File: config.mk
export PLATFORM = sky130hd
export DESIGN_NAME = mask_loader_flat
export DESIGN_NICKNAME = d
export VERILOG_FILES = /design/src/rtl/mask_loader_pkg.sv /design/src/rtl/mask_loader_if.sv /design/src/rtl/mask_fifo.sv /design/src/rtl/mask_loader.sv /design/src/flat_wrapper.sv
export SDC_FILE = /design/constraint.sdc
export NUM_CORES = 1
export LEC_CHECK = 0
export CORE_ASPECT_RATIO = 2
export CORE_MARGIN = 3
export CORE_UTILIZATION = 54
export CTS_CLUSTER_DIAMETER = 50
export DETAILED_ROUTE_END_ITERATION = 10
export PLACE_DENSITY = 0.8
export SKIP_LAST_GASP = 1
export SLEW_MARGIN = 10
export SYNTH_ARGS = -nofsm -noshare
export SYNTH_HDL_FRONTEND = slang
export SYNTH_SLANG_ARGS = --single-unit
File: constraint.sdc
create_clock -name clk -period 3 [get_ports clk]
set_input_delay 0.3 -clock clk [delete_from_list [all_inputs] [get_ports clk]]
set_output_delay 0.3 -clock clk [all_outputs]
set_load 0.01 [all_outputs]
File: src/rtl/mask_loader_pkg.sv
// Shared types and widths for the mask_loader block.
package mask_loader_pkg;

    localparam int MASK_WORD_W  = 16;
    localparam int MASK_COUNT_W = 20;

    typedef enum logic [1:0] {
        IDLE   = 2'd0,
        ISSUE  = 2'd1,
        DRAIN  = 2'd2,
        FINISH = 2'd3
    } state_t;

endpackage

File: src/rtl/mask_loader_if.sv
// Control, memory read port and renderer write port of mask_loader.
// The optional checksum signals exist only when MASK_LOADER_CHECKSUM_EN is defined.
interface mask_loader_if #(
    parameter int ADDR_WIDTH = 25
);
    import mask_loader_pkg::*;

    // Memory handshake: a request transfers on a cycle where mem_rd && mem_ready;
    // mem_rd/mem_addr hold until then. mem_data_valid has no back-pressure and
    // returns one word per cycle in request order.
    logic                    start;
    logic [ADDR_WIDTH-1:0]   base_addr;
    logic [MASK_COUNT_W-1:0] word_count;
    logic                    busy;
    logic                    done;
    logic                    mem_rd;
    logic [ADDR_WIDTH-1:0]   mem_addr;
    logic                    mem_ready;
    logic                    mem_data_valid;
    logic [MASK_WORD_W-1:0]  mem_data;
    logic                    mask_data_wr;
    logic [MASK_WORD_W-1:0]  mask_data;

`ifdef MASK_LOADER_CHECKSUM_EN
    logic [MASK_WORD_W-1:0]  expected_sum;
    logic                    sum_ok;

    modport master (
        input  start, base_addr, word_count, mem_ready, mem_data_valid, mem_data, expected_sum,
        output busy, done, mem_rd, mem_addr, mask_data_wr, mask_data, sum_ok
    );
    modport slave (
        output start, base_addr, word_count, mem_ready, mem_data_valid, mem_data, expected_sum,
        input  busy, done, mem_rd, mem_addr, mask_data_wr, mask_data, sum_ok
    );
`else
    modport master (
        input  start, base_addr, word_count, mem_ready, mem_data_valid, mem_data,
        output busy, done, mem_rd, mem_addr, mask_data_wr, mask_data
    );
    modport slave (
        output start, base_addr, word_count, mem_ready, mem_data_valid, mem_data,
        input  busy, done, mem_rd, mem_addr, mask_data_wr, mask_data
    );
`endif

endinterface

File: src/rtl/mask_fifo.sv
// Single-clock in-order prefetch FIFO; DEPTH must be a power of two.
module mask_fifo #(
    parameter int DEPTH = 4,
    parameter int WIDTH = 16
) (
    input  logic                     clk,
    input  logic                     reset_n,
    input  logic                     i_push,
    input  logic [WIDTH-1:0]         i_data,
    input  logic                     i_pop,
    output logic [WIDTH-1:0]         o_data,
    output logic                     o_empty,
    output logic [$clog2(DEPTH):0]   o_count
);
    localparam int PTR_W = $clog2(DEPTH);
    localparam logic [PTR_W:0] FULL_COUNT = (PTR_W + 1)'(DEPTH);

    logic [WIDTH-1:0] r_mem [DEPTH];
    logic [PTR_W-1:0] r_wr_ptr;
    logic [PTR_W-1:0] r_rd_ptr;
    logic [PTR_W:0]   r_count;
    logic             w_push;
    logic             w_pop;

    assign w_pop   = i_pop && (r_count != '0);
    assign w_push  = i_push && ((r_count != FULL_COUNT) || w_pop);
    assign o_data  = r_mem[r_rd_ptr];
    assign o_empty = (r_count == '0);
    assign o_count = r_count;

    always_ff @(posedge clk) begin
        if (w_push) begin
            r_mem[r_wr_ptr] <= i_data;
        end
    end

    // Pointers wrap naturally because DEPTH is a power of two.
    always_ff @(posedge clk or negedge reset_n) begin
        if (!reset_n) begin
            r_wr_ptr <= '0;
            r_rd_ptr <= '0;
            r_count  <= '0;
        end else begin
            if (w_push) r_wr_ptr <= r_wr_ptr + PTR_W'(1);
            if (w_pop)  r_rd_ptr <= r_rd_ptr + PTR_W'(1);
            case ({w_push, w_pop})
                2'b10:   r_count <= r_count + (PTR_W + 1)'(1);
                2'b01:   r_count <= r_count - (PTR_W + 1)'(1);
                default: r_count <= r_count;
            endcase
        end
    end

endmodule

File: src/rtl/mask_loader.sv
// Streams a word block from memory into the LCD mask port, with credit-limited
// prefetch and paced write strobes. MASK_LOADER_CHECKSUM_EN adds a word-sum check.
module mask_loader
    import mask_loader_pkg::*;
#(
    parameter int CLOCK_RATIO = 3,
    parameter int ADDR_WIDTH  = 25,
    parameter int FIFO_DEPTH  = 4
) (
    input  logic          clk,
    input  logic          reset_n,
    mask_loader_if.master bus,
    output state_t        o_dbg_state
);
    localparam int CNT_W = $clog2(FIFO_DEPTH) + 1;
    localparam int GAP_W = (CLOCK_RATIO > 1) ? $clog2(CLOCK_RATIO) : 1;
    localparam logic [GAP_W-1:0] GAP_RELOAD = GAP_W'(CLOCK_RATIO - 1);
    localparam logic [CNT_W:0]   CREDIT_MAX = (CNT_W + 1)'(FIFO_DEPTH);

    state_t                  r_state;
    state_t                  w_state_next;
    logic [ADDR_WIDTH-1:0]   r_addr;
    logic [MASK_COUNT_W-1:0] r_issue_left;
    logic [MASK_COUNT_W-1:0] r_write_left;
    logic [CNT_W-1:0]        r_outstanding;
    logic [GAP_W-1:0]        r_gap;
    logic                    r_mask_wr;
    logic [MASK_WORD_W-1:0]  r_mask_data;

    logic                    w_start_ok;
    logic                    w_rd_req;
    logic                    w_accept;
    logic                    w_ret;
    logic                    w_emit_en;
    logic                    w_pop;
    logic                    w_busy;
    logic                    w_done;
    logic                    w_fifo_empty;
    logic [CNT_W-1:0]        w_fifo_count;
    logic [MASK_WORD_W-1:0]  w_fifo_data;
    logic [CNT_W:0]          w_credit_used;

    // Words buffered plus words in flight never exceed the FIFO depth,
    // so every returning word is guaranteed a slot.
    assign w_start_ok    = (r_state == IDLE) && bus.start;
    assign w_credit_used = {1'b0, w_fifo_count} + {1'b0, r_outstanding};
    assign w_rd_req      = (r_state == ISSUE) && (w_credit_used < CREDIT_MAX);
    assign w_accept      = w_rd_req && bus.mem_ready;
    assign w_ret         = bus.mem_data_valid && (r_outstanding != '0);
    assign w_emit_en     = (r_state == ISSUE) || (r_state == DRAIN);
    assign w_pop         = w_emit_en && !w_fifo_empty && (r_gap == '0);

    mask_fifo #(
        .DEPTH (FIFO_DEPTH),
        .WIDTH (MASK_WORD_W)
    ) u_fifo (
        .clk     (clk),
        .reset_n (reset_n),
        .i_push  (w_ret),
        .i_data  (bus.mem_data),
        .i_pop   (w_pop),
        .o_data  (w_fifo_data),
        .o_empty (w_fifo_empty),
        .o_count (w_fifo_count)
    );

    always_ff @(posedge clk or negedge reset_n) begin
        if (!reset_n) begin
            r_state <= IDLE;
        end else begin
            r_state <= w_state_next;
        end
    end

    always_comb begin
        w_state_next = r_state;
        w_busy       = 1'b1;
        w_done       = 1'b0;
        case (r_state)
            IDLE: begin
                w_busy = 1'b0;
                if (bus.start) begin
                    w_state_next = (bus.word_count == '0) ? FINISH : ISSUE;
                end
            end
            ISSUE: begin
                if (w_accept && (r_issue_left == MASK_COUNT_W'(1))) begin
                    w_state_next = DRAIN;
                end
            end
            DRAIN: begin
                if (r_write_left == '0) begin
                    w_state_next = FINISH;
                end
            end
            FINISH: begin
                w_done       = 1'b1;
                w_state_next = IDLE;
            end
            default: begin
                w_state_next = IDLE;
            end
        endcase
    end

    always_ff @(posedge clk or negedge reset_n) begin
        if (!reset_n) begin
            r_addr        <= '0;
            r_issue_left  <= '0;
            r_write_left  <= '0;
            r_outstanding <= '0;
            r_gap         <= '0;
            r_mask_wr     <= 1'b0;
            r_mask_data   <= '0;
        end else begin
            r_mask_wr <= w_pop;
            if (w_pop) begin
                r_mask_data <= w_fifo_data;
            end
            if (w_pop) begin
                r_gap <= GAP_RELOAD;
            end else if (r_gap != '0) begin
                r_gap <= r_gap - GAP_W'(1);
            end
            if (w_start_ok) begin
                r_addr       <= bus.base_addr;
                r_issue_left <= bus.word_count;
                r_write_left <= bus.word_count;
            end else begin
                if (w_accept) begin
                    r_addr       <= r_addr + ADDR_WIDTH'(1);
                    r_issue_left <= r_issue_left - MASK_COUNT_W'(1);
                end
                if (w_pop) begin
                    r_write_left <= r_write_left - MASK_COUNT_W'(1);
                end
            end
            case ({w_accept, w_ret})
                2'b10:   r_outstanding <= r_outstanding + CNT_W'(1);
                2'b01:   r_outstanding <= r_outstanding - CNT_W'(1);
                default: r_outstanding <= r_outstanding;
            endcase
        end
    end

`ifdef MASK_LOADER_CHECKSUM_EN
    logic [MASK_WORD_W-1:0] r_sum;
    logic [MASK_WORD_W-1:0] r_exp_sum;
    logic                   r_sum_ok;

    // The verdict is registered on entry to FINISH so it is already valid while done is high.
    always_ff @(posedge clk or negedge reset_n) begin
        if (!reset_n) begin
            r_sum     <= '0;
            r_exp_sum <= '0;
            r_sum_ok  <= 1'b0;
        end else if (w_start_ok) begin
            r_sum     <= '0;
            r_exp_sum <= bus.expected_sum;
            r_sum_ok  <= (bus.word_count == '0) && (bus.expected_sum == '0);
        end else begin
            if (w_pop) begin
                r_sum <= r_sum + w_fifo_data;
            end
            if ((r_state == DRAIN) && (w_state_next == FINISH)) begin
                r_sum_ok <= (r_sum == r_exp_sum);
            end
        end
    end

    assign bus.sum_ok = r_sum_ok;
`endif

    assign bus.busy         = w_busy;
    assign bus.done         = w_done;
    assign bus.mem_rd       = w_rd_req;
    assign bus.mem_addr     = r_addr;
    assign bus.mask_data_wr = r_mask_wr;
    assign bus.mask_data    = r_mask_data;
    assign o_dbg_state      = r_state;

endmodule

File: src/flat_wrapper.sv
// flat-port wrapper written by rule: the top's interface ports become plain ports
module mask_loader_flat import mask_loader_pkg::*;
#(
    parameter int CLOCK_RATIO = 3,
    parameter int ADDR_WIDTH  = 25,
    parameter int FIFO_DEPTH  = 4
)
  (clk, reset_n, o_dbg_state, bus_start, bus_base_addr, bus_word_count, bus_mem_ready, bus_mem_data_valid, bus_mem_data, bus_busy, bus_done, bus_mem_rd, bus_mem_addr, bus_mask_data_wr, bus_mask_data);
  mask_loader_if #(.ADDR_WIDTH(ADDR_WIDTH)) bus_i ();
  input  logic clk;
  input  logic reset_n;
  output state_t o_dbg_state;
  input wire logic [$bits(bus_i.start)-1:0] bus_start;
  input wire logic [$bits(bus_i.base_addr)-1:0] bus_base_addr;
  input wire logic [$bits(bus_i.word_count)-1:0] bus_word_count;
  input wire logic [$bits(bus_i.mem_ready)-1:0] bus_mem_ready;
  input wire logic [$bits(bus_i.mem_data_valid)-1:0] bus_mem_data_valid;
  input wire logic [$bits(bus_i.mem_data)-1:0] bus_mem_data;
  output wire logic [$bits(bus_i.busy)-1:0] bus_busy;
  output wire logic [$bits(bus_i.done)-1:0] bus_done;
  output wire logic [$bits(bus_i.mem_rd)-1:0] bus_mem_rd;
  output wire logic [$bits(bus_i.mem_addr)-1:0] bus_mem_addr;
  output wire logic [$bits(bus_i.mask_data_wr)-1:0] bus_mask_data_wr;
  output wire logic [$bits(bus_i.mask_data)-1:0] bus_mask_data;
  assign bus_i.start = bus_start;
  assign bus_i.base_addr = bus_base_addr;
  assign bus_i.word_count = bus_word_count;
  assign bus_i.mem_ready = bus_mem_ready;
  assign bus_i.mem_data_valid = bus_mem_data_valid;
  assign bus_i.mem_data = bus_mem_data;
  assign bus_busy = bus_i.busy;
  assign bus_done = bus_i.done;
  assign bus_mem_rd = bus_i.mem_rd;
  assign bus_mem_addr = bus_i.mem_addr;
  assign bus_mask_data_wr = bus_i.mask_data_wr;
  assign bus_mask_data = bus_i.mask_data;
  mask_loader #(.CLOCK_RATIO(CLOCK_RATIO), .ADDR_WIDTH(ADDR_WIDTH), .FIFO_DEPTH(FIFO_DEPTH)) u_core (.clk(clk), .reset_n(reset_n), .bus(bus_i), .o_dbg_state(o_dbg_state));
endmodule
==> impl_metrics.yaml, run 1 <==
critical_path:
  worstSetupStartpointType: "flop"
  worstSetupEndpointType: "output port"
  reg2regPathDepth: 7
  timing.rr.end: "u_core.bus.mem_addr[20]"
  crit_fanout: 10
  crit_required_ns: 2.70
  crit_type: "reg2out"
  r2r_start: "u_core.u_fifo.o_count[2]"
  rrSetupSlack_ns: 0.43
  arrival_ns: 2.58
clock_tree:
  tritoncts: "built"
  root_buffer: "clkbuf_16"
  path_clk_slew_ns: 0.07
  cts_max_level: 4
  postCtsSetupBuffers: 0
  clock_latency_ns: 0.43
  cts.path.max_buffers: 2
  cts.sinks: 160
  cts_buffers: 17
drt:
  num_vias: 5520
  first_pass_iters: 5
  wl_per_cell_um: 19.1
  ant_nets: 0
  drc: 0
  wl_um: 18000
  drtIter0Drc: 335
  via_per_inst: 5.87
cells_and_area:
  diodes: 0
  area_growth_pct: 26.7
  stdcell_area_um2: 9430
  fillers: 913
  finalNetCount: 859
  layout-drive-gt1-share_pct: 8.91
synthesis:
  synthDistinctLibCells: 42
  synth_nets: 738
  post_synth_instance_area_um2: 7440
  ys_seq_area_share_pct: 58.1
  yosys_warnings: 0
  synth_cells: 652
  ys_ff_latch: 160
  avgSynthCellArea_um2: 11.4
floorplan:
  die_w_um: 89.0
  rows: 60
  die_y_um: 172
  io_pins: 113
  start_util_pct: 55.4
  core_um2: 13400
  dieArea_um2: 15300
pwr:
  ir_worst_vdd_v: 0.000624
  p_comb_share_pct: 36.6
  sw_frac_of_total_pct: 36.8
  p_leak_nw: 3.52
  internal_power_w: 0.00603
  power.share.sequential_pct: 40.3
  power.density_nw_per_um2: 1010
  p_switching_w: 0.00351
  clockPowerShare_pct: 23.1
sta:
  finClkSkew_ns: 0.0207
  worst_pin_slew_ns: 0.841
  fin_crit_sh_pct: 95.9
  setup_viol: 0
  rsz0062_at_grt: "no"
  fmax_mhz: 347
  period_minus_slack_ns: 2.88
  tns_ns: 0
  max_slew_margin_pct: 43.9
  final-hold-violation-count: 0
  report.final.slew_viol_count: 0
global_routing:
  grt_pass1_vias: 5947
  overflow: 0
  antenna_found_initial: 0
  globalRouteTotalUtil_pct: 24.9
  grt_max_degree: 62
  grt_pass1_wl_um: 29000
hold_path:
  hp-class: "in2async"
status:
  status: "finished clean"
placed_design:
  portBuffers: 112
  place_hpwl_um: 13000
  place_area_um2: 8790
  place.gp.congestion: 0.954
job:
  drv_cap: 0
through the flow:
stage	util, %	instances	setup WS [ns]	hold WS (ns)	power (W)
2_1_floorplan	-	652	0.485	0.00441	0.00580
3_3_place_gp	65.4	908	0.503	0.305	0.00708
3_5_place_dp	65.4	908	0.423	0.311	0.00733
4_1_cts	70.1	941	0.0178	0.401	0.00957
5_1_grt	70.2	941	0.00168	0.421	0.0101
6_report	70.2	941	0.122	0.391	0.00954
worst max path at each step:
stage,startpoint,to,cells past startpoint
after floorplan,u_core.o_dbg_state[1],u_core.r_outstanding[2],11
after global placement,u_core.u_fifo.o_count[2],bus_mem_rd,5
after detailed placement,u_core.u_fifo.o_count[2],bus_mem_rd,5
after CTS,u_core.u_fifo.o_count[2],bus_mem_rd,5
after global routing,u_core.u_fifo.o_count[2],bus_mem_rd,5
final,u_core.u_fifo.o_count[2],bus_mem_rd,5
power groups by stage:
stage	sequential [W]	combinational, W	clock, W
2_1_floorplan	0.00376	0.00204	0
3_3_place_gp	0.00379	0.00330	0
3_5_place_dp	0.00386	0.00347	0
4_1_cts	0.00383	0.00351	0.00224
5_1_grt	0.00393	0.00387	0.00233
6_report	0.00384	0.00349	0.00221
registers in the layout, summed over array words and instances (netlist names), 2 cells and up:
name / cells
u_core.bus.mem_addr: 25
u_core.o_dbg_state: 2
u_core.r_issue_left: 20
u_core.r_write_left: 20
u_core.u_fifo.o_count: 3
u_core.r_gap: 2
u_core.u_fifo.r_wr_ptr: 2
u_core.r_outstanding: 3
u_core.bus.mask_data: 16
u_core.u_fifo.r_mem: 64
u_core.u_fifo.r_rd_ptr: 2
layer usage:
layer	share of wire (%)	vias to the layer above	GRT usage, %
met2	57	182	45.7
met5	0	-	0
li1	-	2551	-
met1	35	2742	26.2
met4	3.5	0	13.4
met3	4.4	45	4.34
layout by cell type, fill, tap and decap left out, drive strengths merged, types with 4 or more instances in the layout:
cell type / count
clkbuf: 17
nand2: 94
o21ai: 28
buf: 16
dfrtp: 96
nor2: 47
nor4: 21
inv: 32
clkinv: 6
or4: 5
nand3: 12
ha: 18
xor2: 7
edfxtp: 64
xnor2: 60
nor3b: 4
nor3: 26
and2: 7
o31ai: 5
nand4: 10
a21oi: 50
mux4: 16
clkdlybuf4s50: 111
or3: 5
nand2b: 5
cell type report:
| cell class | instances | area (um2) | share of cell area (%) |
|---|---|---|---|
| multi-input cells | 441 | 2940 | 31.2 |
| well taps | 155 | 194 | 2.06 |
| inverters | 25 | 93.8 | 0.995 |
| clock inverters | 15 | 194 | 2.06 |
| flip-flops and latches | 160 | 4320 | 45.9 |
| repair buffers | 128 | 1250 | 13.3 |
| clock buffers | 17 | 425 | 4.51 |
cells in the mapped netlist, drive strengths merged:
library cell | instances | area share (%)
and3 | 2 | 0.17
nor3 | 26 | 1.8
nand2 | 94 | 4.7
ha | 18 | 3.0
nand3b | 2 | 0.20
or4 | 5 | 0.50
nand3 | 12 | 0.81
a211oi | 1 | 0.10
edfxtp | 64 | 26
dfrtp | 96 | 32
o31ai | 5 | 0.50
o311ai | 1 | 0.12
nor4 | 21 | 2.1
or4b | 1 | 0.13
and4 | 3 | 0.35
mux2i | 3 | 0.40
or3 | 5 | 0.42
fa | 2 | 0.54
a21oi | 50 | 3.4
nand4b | 1 | 0.12
or2 | 1 | 0.084
nand2b | 5 | 0.42
xor2 | 7 | 0.82
o21ai | 28 | 1.9
xnor2 | 60 | 7.1
nor3b | 4 | 0.40
buf | 4 | 0.32
nor4b | 2 | 0.32
a31oi | 2 | 0.17
and2 | 7 | 0.59
mux4 | 16 | 4.8
nor2 | 47 | 2.4
inv | 25 | 1.3
clkbuf | 22 | 1.1
nand4 | 10 | 0.84
timing repair:
action                                  4_1_cts  5_1_grt
hold buffers                                  1        0
endpoints found under the setup margin        1        1
endpoints found under the hold margin        36        0
gates resized for setup                       1        1
gates cloned                                  0        0
worst max-delay path: stages, from the launching register on:
cell	delay, ns
dfrtp_1	0.49
ha_1	0.38
nor4b_4	0.40
nand2_2	0.26
inv_1	0.10
clkdlybuf4s50_1	0.53
cells by family (layout without fill, tap and decap cells):
logic type	count (synthesis)	after routing	share of synthesized area, %
xor gates and xnor gates	67	67	7.89
DFF	160	160	58.1
adders and majority gates	20	20	3.57
buffers and inverters	51	185	2.69
AOI/OAI and AO/OA	87	87	6.14
muxes	19	19	5.25
and+or+nand+nor	248	248	16.3
Note: power is estimated with default switching activity, not from simulation.
==> inputs of run 2 (changes only) <==
--- a/config.mk
+++ b/config.mk
@@ -7,10 +7,11 @@
 export LEC_CHECK = 0
 export CORE_ASPECT_RATIO = 2
 export CORE_MARGIN = 3
-export CORE_UTILIZATION = 54
+export CORE_UTILIZATION = 56
+export CTS_BUF_LIST = sky130_fd_sc_hd__clkbuf_2 sky130_fd_sc_hd__clkbuf_4 sky130_fd_sc_hd__clkbuf_8
 export CTS_CLUSTER_DIAMETER = 50
 export DETAILED_ROUTE_END_ITERATION = 10
-export PLACE_DENSITY = 0.8
+export PLACE_DENSITY = 0.82
 export SKIP_LAST_GASP = 1
 export SLEW_MARGIN = 10
 export SYNTH_ARGS = -nofsm -noshare
==> run 2 against run 1 <==
Clock power down 27%. Power down 6.4%. Register-to-register slack about the same. Sequential share of layout area up 1.1 points. Non-clock buffer count down 2. Clock skew up 0.0057 ns. Final area down 2.4%. Cell count down 0.53%. Sequential power about the same. Critical endpoint unchanged. Largest cell class unchanged.
==> impl_metrics.yaml, run 2 (same netlist as run 1, synthesis figures left out) <==
critical_path:
  critPathMaxStageDelay_ns: 0.53
  arrival_ns: 2.49
  worstSetupStartpointType: "flop"
  slowest_stage: "clkdlybuf4s50_1"
  rrSetupSlack_ns: 0.44
  crit_fanout: 10
  path_cells: "ha_1, nor4b_4, nand2_4, inv_1, clkdlybuf4s50_1"
  crit_required_ns: 2.70
  worstSetupEndpointType: "output port"
  crit_type: "reg2out"
placed_design:
  place.gp.congestion: 0.913
  place_hpwl_um: 13500
  place_area_um2: 8770
  dp_cells: 903
  portBuffers: 112
sta:
  finClkSkew_ns: 0.0264
  fin_crit_sh_pct: 93.2
  tns_ns: 0
  setup_viol: 0
  period_minus_slack_ns: 2.79
  max_slew_margin_pct: 43.5
  hold_ws_ns: 0.391
  fmax_mhz: 358
  worst_pin_slew_ns: 0.847
  report.final.slew_viol_count: 0
  final-hold-violation-count: 0
floorplan:
  start_util_pct: 57.3
  dieArea_um2: 14800
  core_um2: 13000
  io_pins: 113
  die_w_um: 87.5
  die_y_um: 169
  rows: 59
cells_and_area:
  final_cells: 936
  layout-drive-gt1-share_pct: 8.67
  area_growth_pct: 23.7
  stdcell_area_um2: 9210
  top_register: "u_core.u_fifo.r_mem"
  diodes: 0
  layout_common_cells: "clkdlybuf4s50_1, dfrtp_1, nand2_1"
  layout_commonest_cell: "clkdlybuf4s50_1"
  finalNetCount: 857
  largest_reg_flops: 64
global_routing:
  antenna_found_initial: 0
  grt_pass1_vias: 6002
  grt_pass1_wl_um: 29400
  overflow: 0
  grt_max_degree: 62
  globalRouteTotalUtil_pct: 26.0
job:
  drv_cap: 0
pwr:
  ir_worst_vdd_v: 0.000680
  power.density_nw_per_um2: 970
  p_leak_nw: 3.42
hold_path:
  hp-class: "in2reg"
clock_tree:
  clock_latency_ns: 0.46
  cts.path.max_buffers: 2
  cts_max_level: 4
  cts_buffers: 17
  root_buffer: "clkbuf_8"
  path_clk_slew_ns: 0.10
  postCtsSetupBuffers: 0
  tritoncts: "built"
  cts.sinks: 160
status:
  status: "finished clean"
drt:
  wl_per_cell_um: 19.6
  first_pass_iters: 5
  num_vias: 5528
  ant_nets: 0
  drtIter0Drc: 375
  wl_um: 18400
  drc: 0
  via_per_inst: 5.91
-- run 2: worst max-delay path, delay by kind of cell, from the launching register on --
| family | cells | cell delay, ns |
|---|---|---|
| simple gates | 2 | 0.57 |
| fa+ha+maj | 1 | 0.38 |
| flops | 1 | 0.50 |
| buf+inv | 2 | 0.61 |
-- run 2: final timing paths --
check / start / end / cells past startpoint
max reg2reg: u_core.r_write_left[10] / u_core.o_dbg_state[0] / 5
min in group asynchronous: reset_n / u_core.bus.mem_addr[11] / 2
min: bus_base_addr[10] / u_core.bus.mem_addr[10] / 3
min reg2reg: u_core.bus.mask_data[4] / u_core.bus.mask_data[4] / 2
max in group asynchronous: reset_n / u_core.r_gap[1] / 3
max: u_core.u_fifo.o_count[2] / bus_mem_rd / 5
-- run 2: stage by stage --
stage | utilization [%] | power, W | setup WS (ns)
after floorplan | - | 0.00580 | 0.485
final | 70.9 | 0.00893 | 0.205
after detailed placement | 67.5 | 0.00732 | 0.487
after global placement | 67.5 | 0.00709 | 0.463
after CTS | 70.8 | 0.00895 | 0.0600
after global routing | 70.9 | 0.00949 | -0.00915
-- run 2: cell type report --
cell class              count  area (um2)
flip-flops and latches    160        4320
fillers                   933        3790
multi-input cells         441        2950
repair buffers            126        1240
clock buffers              17         234
well taps                 152         190
clock inverters            15         176
inverters                  25        93.8
-- run 2: power breakdown --
| group | internal, W | switching [W] | leakage [nW] |
|---|---|---|---|
| clock network | 0.000645 | 0.000960 | 0.208 |
| registers | 0.00310 | 0.000754 | 1.71 |
| logic | 0.00171 | 0.00176 | 1.50 |
| total | 0.00546 | 0.00348 | 3.42 |
-- run 2: metal layers --
metal / up-vias / wire (um) / global-route usage, %
li1: 2542 / - / -
met1: 2733 / 6340 / 26.9
met2: 201 / 10600 / 49.0
met3: 52 / 845 / 4.63
met4: 0 / 630 / 11.7
met5: - / 0 / 0
-- run 2: timing repair --
item                                    CTS  global route
endpoints found under the hold margin    49             0
hold buffers                              1             0
cloned                                    0             0
endpoints found under the setup margin    1             1
pin swaps                                 0             0
resized for setup                         1             2
